<file path="config.mk">
export PLATFORM = sky130hd
export DESIGN_NAME = hazard_ctrl
export DESIGN_NICKNAME = d
export VERILOG_FILES = /design/src/rtl/hazard_ctrl.sv
export SDC_FILE = /design/constraint.sdc
export NUM_CORES = 1
export LEC_CHECK = 0
export ABC_AREA = 1
export CORE_ASPECT_RATIO = 0.8
export CORE_MARGIN = 10
export CORE_UTILIZATION = 30
export CTS_BUF_LIST = sky130_fd_sc_hd__clkbuf_4 sky130_fd_sc_hd__clkbuf_8
export CTS_CLUSTER_DIAMETER = 50
export DETAILED_ROUTE_END_ITERATION = 8
export PLACE_DENSITY = 0.49
export SYNTH_ARGS = -nofsm -noshare
export SYNTH_HDL_FRONTEND = slang
export SYNTH_SLANG_ARGS = --single-unit
</file>
<file path="constraint.sdc">
create_clock -name clk -period 2.7 [get_ports clk]
set_input_delay 0.27 -clock clk [delete_from_list [all_inputs] [get_ports clk]]
set_output_delay 0.27 -clock clk [all_outputs]
set_load 0.05 [all_outputs]
</file>
<file path="src/rtl/hazard_ctrl.sv">
// Stall/flush sequencer for the 5-stage pipeline: load-use, branch redirect,
// mul/div occupancy and data-memory wait handling, plus saturating perf counters.
module hazard_ctrl #(
  parameter int unsigned CNT_W       = 16,
  parameter int unsigned MEM_TIMEOUT = 255
) (
  input  logic             clk,
  input  logic             rst,
  input  logic [4:0]       id_rs1,
  input  logic [4:0]       id_rs2,
  input  logic             id_use_rs1,
  input  logic             id_use_rs2,
  input  logic [4:0]       ex_rd,
  input  logic             ex_mem_read,
  input  logic             ex_branch_taken,
  input  logic             ex_md_start,
  input  logic             md_done,
  input  logic             mem_req,
  input  logic             mem_ack,
  input  logic             cnt_clr,
  output logic             pc_en,
  output logic             ifid_en,
  output logic             ifid_flush,
  output logic             idex_en,
  output logic             idex_flush,
  output logic             exmem_en,
  output logic             exmem_flush,
  output logic             memwb_flush,
  output logic             mem_err,
  output logic [CNT_W-1:0] stall_cycles,
  output logic [CNT_W-1:0] flush_count
);

  localparam int unsigned WCNT_W = 12;
  localparam logic [WCNT_W-1:0] TIMEOUT_L = WCNT_W'(MEM_TIMEOUT);

  typedef enum logic [1:0] {
    RUN      = 2'd0,
    MEM_WAIT = 2'd1,
    MD_WAIT  = 2'd2
  } state_t;

  state_t              r_state;
  state_t              w_next;
  logic [WCNT_W-1:0]   r_wait_cnt;
  logic                r_mem_err;
  logic [CNT_W-1:0]    r_stall_cnt;
  logic [CNT_W-1:0]    r_flush_cnt;

  logic                w_load_use;
  logic                w_mem_stall;
  logic                w_md_hold;
  logic                w_branch;
  logic                w_lu_stall;

  // Hazard classification in priority order; all terms are forced low in reset
  // so the pipeline enables stay asserted while rst is held.
  always_comb begin
    w_load_use = ex_mem_read && (ex_rd != '0) &&
                 ((id_use_rs1 && (id_rs1 == ex_rd)) ||
                  (id_use_rs2 && (id_rs2 == ex_rd)));

    w_mem_stall = 1'b0;
    if (!rst) begin
      if (r_state == MEM_WAIT) w_mem_stall = !mem_ack;
      else                     w_mem_stall = mem_req && !mem_ack;
    end

    w_md_hold  = !rst &&
                 (((r_state == RUN) && ex_md_start && !w_mem_stall) ||
                  ((r_state == MD_WAIT) && (!md_done || w_mem_stall)));
    w_branch   = !rst && (r_state == RUN) && !w_mem_stall && !ex_md_start &&
                 ex_branch_taken;
    w_lu_stall = !rst && (r_state == RUN) && !w_mem_stall && !ex_md_start &&
                 !ex_branch_taken && w_load_use;
  end

  always_ff @(posedge clk or posedge rst) begin
    if (rst) r_state <= RUN;
    else     r_state <= w_next;
  end

  // A mem stall seen while in MD_WAIT keeps MD_WAIT; md_done in that cycle is dropped.
  always_comb begin
    w_next = r_state;
    case (r_state)
      RUN: begin
        if (w_mem_stall)      w_next = MEM_WAIT;
        else if (ex_md_start) w_next = MD_WAIT;
      end
      MEM_WAIT: if (mem_ack)               w_next = RUN;
      MD_WAIT:  if (md_done && !w_mem_stall) w_next = RUN;
      default:  w_next = RUN;
    endcase
  end

  always_comb begin
    pc_en       = 1'b1;
    ifid_en     = 1'b1;
    ifid_flush  = 1'b0;
    idex_en     = 1'b1;
    idex_flush  = 1'b0;
    exmem_en    = 1'b1;
    exmem_flush = 1'b0;
    memwb_flush = 1'b0;
    if (w_mem_stall) begin
      pc_en       = 1'b0;
      ifid_en     = 1'b0;
      idex_en     = 1'b0;
      exmem_en    = 1'b0;
      memwb_flush = 1'b1;
    end
    if (w_md_hold) begin
      pc_en       = 1'b0;
      ifid_en     = 1'b0;
      idex_en     = 1'b0;
      exmem_flush = 1'b1;
    end
    if (w_branch) begin
      ifid_flush = 1'b1;
      idex_flush = 1'b1;
    end
    if (w_lu_stall) begin
      pc_en      = 1'b0;
      ifid_en    = 1'b0;
      idex_flush = 1'b1;
    end
  end

  // The wait counter saturates at the timeout; mem_err latches on the edge it gets there.
  always_ff @(posedge clk or posedge rst) begin
    if (rst) begin
      r_wait_cnt <= '0;
      r_mem_err  <= 1'b0;
    end else if ((r_state == MEM_WAIT) && !mem_ack) begin
      if (r_wait_cnt != TIMEOUT_L) r_wait_cnt <= r_wait_cnt + WCNT_W'(1);
      if (r_wait_cnt >= TIMEOUT_L - WCNT_W'(1)) r_mem_err <= 1'b1;
    end else begin
      r_wait_cnt <= '0;
    end
  end

  always_ff @(posedge clk or posedge rst) begin
    if (rst) begin
      r_stall_cnt <= '0;
      r_flush_cnt <= '0;
    end else if (cnt_clr) begin
      r_stall_cnt <= '0;
      r_flush_cnt <= '0;
    end else begin
      if (!pc_en && (r_stall_cnt != '1)) r_stall_cnt <= r_stall_cnt + CNT_W'(1);
      if (w_branch && (r_flush_cnt != '1)) r_flush_cnt <= r_flush_cnt + CNT_W'(1);
    end
  end

  assign mem_err      = r_mem_err;
  assign stall_cycles = r_stall_cnt;
  assign flush_count  = r_flush_cnt;

endmodule

</file>
Word level (Yosys, flattened, before mapping). Index checks and enable logic that the tools add are counted.

Word-level logic and storage cells: 75. Register bits: 47. Output and inout bits: 41. Input port bits: 26.

Reduce and logical (&&, ||, !) cells: 35. $lt $le $gt $ge: 1. $add $sub $neg: 3. Equal/unequal tests: 11. Muxes and demuxes: 20.

Operators with widths (count): 16-bit two-way mux (4); 16-bit by 1-bit adder with 16-bit output (second input constant) (2); 16-bit != test (second input constant) (2); 12-bit two-way mux (2); 1-bit logical AND (19); 12-bit by 1-bit adder with 12-bit output (second input constant) (1); 12-bit by 8-bit greater-or-equal comparator with 1-bit output (second input constant) (1); 12-bit by 8-bit != test with 1-bit output (second input constant) (1); 5-bit == test (2); 1-bit two-way mux (9); 2-bit two-way mux (4); 1-bit zero test (7); 2-bit case mux with 3 select lines (1); 5-bit nonzero test (1); 2-bit by 1-bit != test with 1-bit output (second input constant) (2); 2-bit nonzero test (2); 1-bit logical OR (3); 3-bit != test (second input constant) (1); 3-bit AND reduction (1); 2-bit by 1-bit == test with 1-bit output (second input constant) (1); 2-bit == test (second input constant) (1); 2-bit zero test (1); 2-bit != test (second input constant) (1); 2-bit AND reduction (1).

Logic depth before layout (Yosys ltp).
Depth in word-level cells: 14. Gate-level depth with buffers: 13. Gate-level depth less buffers: 12.

Worst setup path before layout. Ideal clock, no wire load.

Path type: input -> output. Start: input rst. End: output pc_en. Cell stages on the path: 6. Data required time: 2.430 ns. Path slack: 0.037 ns. Path buffers: 2. Arrival: 2.393 ns. Path through: inv_1 -> nand2_1 -> nand3_2 -> buf_4 -> inv_1 -> buf_4.

Longest elaborated chain between the ends: 7. Elaborated cells on any way between the ends: 16. Those cells by class: mux: 4; reduce/logical: 12.

Ends and longest elaborated chain: start: declaration (RTL line 8) `input logic rst,`; 1-bit two-way mux or 1-bit zero test (tied branches); 1-bit zero test, or another cell as far along (RTL line 70, 74); 1-bit logical AND, on equally long branches (RTL line 70, 71, 74); 1-bit logical OR or 1-bit logical AND (tied branches) (RTL line 70, 74); 1-bit logical AND, on equally long branches (RTL line 69, 74); 1-bit two-way mux or 1-bit logical AND (tied branches); 1-bit two-way mux *; end: declaration (RTL line 21) `output logic pc_en,`.

Every way passes the cells marked *; elsewhere a longest branch is shown, timed or not.

Worst setup path in the final report.
Start: input rst. End: output memwb_flush.

Longest elaborated chain between the ends: 2.

Ends and longest elaborated chain: 1-bit two-way mux (RTL line 64) `if (!rst) begin`; 1-bit two-way mux (RTL line 106) `if (w_mem_stall) begin`; end: declaration (RTL line 28) `output logic memwb_flush,`.

Every way passes these cells.

==> impl_metrics.csv <==
group,metric,value,unit
floorplan,io_pins,67,
grt,first_global_vias,2772,
cells_and_area,area_growth,28.53,%
placement,gp_congestion,0.7991,
detailed_routing,post-route-drc-count,0,
floorplan,die_height,110.8,um
power_and_ir_drop,switching_power,0.0004902,W
yosys,ys_ff_latch,47,
power_and_ir_drop,p_per_area,383.6,nW/um2
clocking,hold_buffers,0,
yosys,synth-main-ff-cell,"dfrtp_1",
detailed_routing,wire_per_inst,12.99,um
cells_and_area,final_nets,535,
detailed_routing,postRouteAntennaNets,0,
sta,drv_slew,0,
yosys,synthTopCellsByCount,"nand2_1 (128), nor2_1 (59), inv_1 (49), dfrtp_1 (47), nand3_1 (40)",
power_and_ir_drop,peakVddDrop,127.1,uV
floorplan,num_rows,33,
job,cap_violations,0,
worst_hold_path,hold_path_class,"reg -> reg",
floorplan,dieArea,14790,um2
cells_and_area,antenna-diode-count,0,
yosys,synth.top_cell.area_share,38.04,%
yosys,async_reset_ff_share,100.0,%
power_and_ir_drop,clock_power_share,30.1,%
yosys,synth_edf_count,0,
yosys,netlist_area,3092,um2
sta,max-slew-margin-rel,59.49,%
cells_and_area,drive_gt1_share,7.115,%
power_and_ir_drop,switching_share,32.16,%
sta,tns,0,ps
sta,period_needed,2162,ps
clocking,clk_pin_slew,90,ps
clocking,cts_buffers,5,
yosys,yosys-mux-area-fraction,0,%
yosys,synthesis.instances,439,
critical_path,crit_type,"in -> out",
clocking,cts-resized-gates,0,
clocking,insertion_delay,310,ps
power_and_ir_drop,p_comb_share,22.1,%
clocking,cts_root_buf,"clkbuf_8",
critical_path,start_kind,"input port",
clocking,cts_buffer_depth,2,
grt,antenna_found_initial,0,
sta,fin_skew,9.048,ps
critical_path,worstPathArrival,1890,ps
yosys,synth_cell_type_count,33,
yosys,synth_top_area_cell,"dfrtp_1",
yosys,seq_area_frac_synth,38.04,%
placement,numPortBuffers,66,
yosys,yosysWarnings,0,
clocking,post_cts_buffers,0,
placement,hpwl,6342,um
yosys,postSynthAreaPerCell,7.043,um2
grt,gr-total-overflow,0,
clocking,htree_levels,2,
yosys,synth_top_family_by_area,"simple AND/OR/NAND/NOR gates",
grt,grt.total_usage,11.92,%
critical_path,crit_required,2430,ps
critical_path,end_kind,"output port",
power_and_ir_drop,p_int,0.001034,W
detailed_routing,wl,8392,um
yosys,syn_nets,469,
clocking,clock-sinks,47,
sta,worst_slew_pin_slew,607.7,ps
status,outcome,"completed",
sta,hold_violations,0,
grt,grt_max_degree,48,
floorplan,initial_core_util,30.44,%
power_and_ir_drop,pwr-share-seq,47.9,%
sta,fmax,462.6,MHz
cells_and_area,fin_util,39.12,%
yosys,synthTopCellsByArea,"dfrtp_1 (38%), nand2_1 (16%), nor2_1 (7.2%), nand3_1 (6.5%), xor2_1 (6.2%)",
sta,rsz0062_at_grt,"no",
grt,grt_pass1_wl,14710,um
yosys,synth-simple-area-share,39.30,%
yosys,synth_compound_area_share,4.897,%
yosys,synth-xor-area-share,7.932,%
detailed_routing,firstDrtPassIters,4,
yosys,synthAdderAreaFrac,1.619,%
detailed_routing,vias,2891,
clocking,cts_tree,"done",
power_and_ir_drop,leakagePower,1.918,nW
detailed_routing,vias_per_cell,4.475,
floorplan,chipWidth,133.5,um
yosys,yosysMostFrequentCell,"nand2_1",
sta,period_share,80.06,%
sta,whs,462.8,ps
sta,finalSetupViolations,0,
critical_path,crit_fanout,8,
floorplan,core,10160,um2
detailed_routing,drtIter0Drc,213,
-- final cells by class --
cell class | count | area (um2)
sequential | 47 | 1176
timing repair buffer | 69 | 680.7
fill | 1084 | 6183
tap | 140 | 175.2
clock buffer | 7 | 83.83
multi-input combinational | 331 | 1662
clock inverter | 1 | 5.005
inverter | 51 | 191.4
-- state kept, by name, indices dropped and copies added, names as in the netlist --
name / cells
mem_err: 1
flush_count: 16
stall_cycles: 16
r_state: 2
r_wait_cnt: 12
-- routing by layer --
layer | vias up | GRT usage, % | routed length, um
met3 | 7 | 3.397 | 422
met4 | 0 | 3.041 | 84
li1 | 1528 | - | -
met1 | 1302 | 16.08 | 4104
met2 | 54 | 18.17 | 3780
met5 | - | 0 | 0
-- kinds of logic (layout without fill, tap and decap cells) --
kind of cell	Yosys count	in the layout
AND/OR/NAND/NOR	272	272
buffers and inverters	61	128
flip-flops	47	47
XOR/XNOR	28	28
AO/OA/AOI/OAI	27	27
adder cells (fa/ha/maj)	4	4
-- final timing paths --
path                                  from          endpoint  slack (ps)  cells after the start
max                                    rst       memwb_flush         540                      5
min                                mem_err           mem_err         460                      1
max reg2reg                stall_cycles[0]  stall_cycles[13]         590                      9
min reg2reg                        mem_err           mem_err         460                      1
max in group asynchronous              rst   stall_cycles[8]        1780                      3
min in group asynchronous              rst        r_state[1]         520                      3
-- worst max-delay path, cell delays in order --
cell,delay (ps)
clkdlybuf4s50_1,460
nor2_1,200
nand2_4,110
inv_1,60
clkdlybuf4s50_1,790
-- through the flow --
step | total power [W] | cells | worst slack [ps] | cell area [um2]
floorplan | 0.0009663 | 439 | 36.63 | 3092
global placement | 0.001086 | 638 | 529.2 | 3885
detailed placement | 0.001084 | 638 | 525.3 | 3885
CTS | 0.001550 | 646 | 521.1 | 3974
global route | 0.001608 | 646 | 265.4 | 3974
finish | 0.001524 | 646 | 538.4 | 3974
-- power groups by stage --
stage	sequential, W	clock (W)	combinational [W]
2_1_floorplan	0.000766	0	0.000200
5_1_grt	0.000731	0.000505	0.000371
3_5_place_dp	0.000743	0	0.000341
3_3_place_gp	0.000743	0	0.000343
6_report	0.000730	0.000458	0.000337
4_1_cts	0.000729	0.000479	0.000342
-- cells in the final DEF, fill, tap and decap left out, drive strengths merged --
master	synthesis	routed
buf	7	9
clkdlybuf4s50	0	60
nor3	7	7
a21o	1	1
nand4	21	21
and3	1	1
nand3	42	42
a21oi	8	8
clkbuf	3	7
nand2	134	134
dfrtp	47	47
xor2	22	22
o21bai	2	2
inv	51	51
clkinv	0	1
nor2	65	65
xnor2	6	6
or2	1	1
a211oi	1	1
a31oi	2	2
o41ai	1	1
o21ai	12	12
nor3b	1	1
ha	4	4
Power figures use the tool's default switching activity.
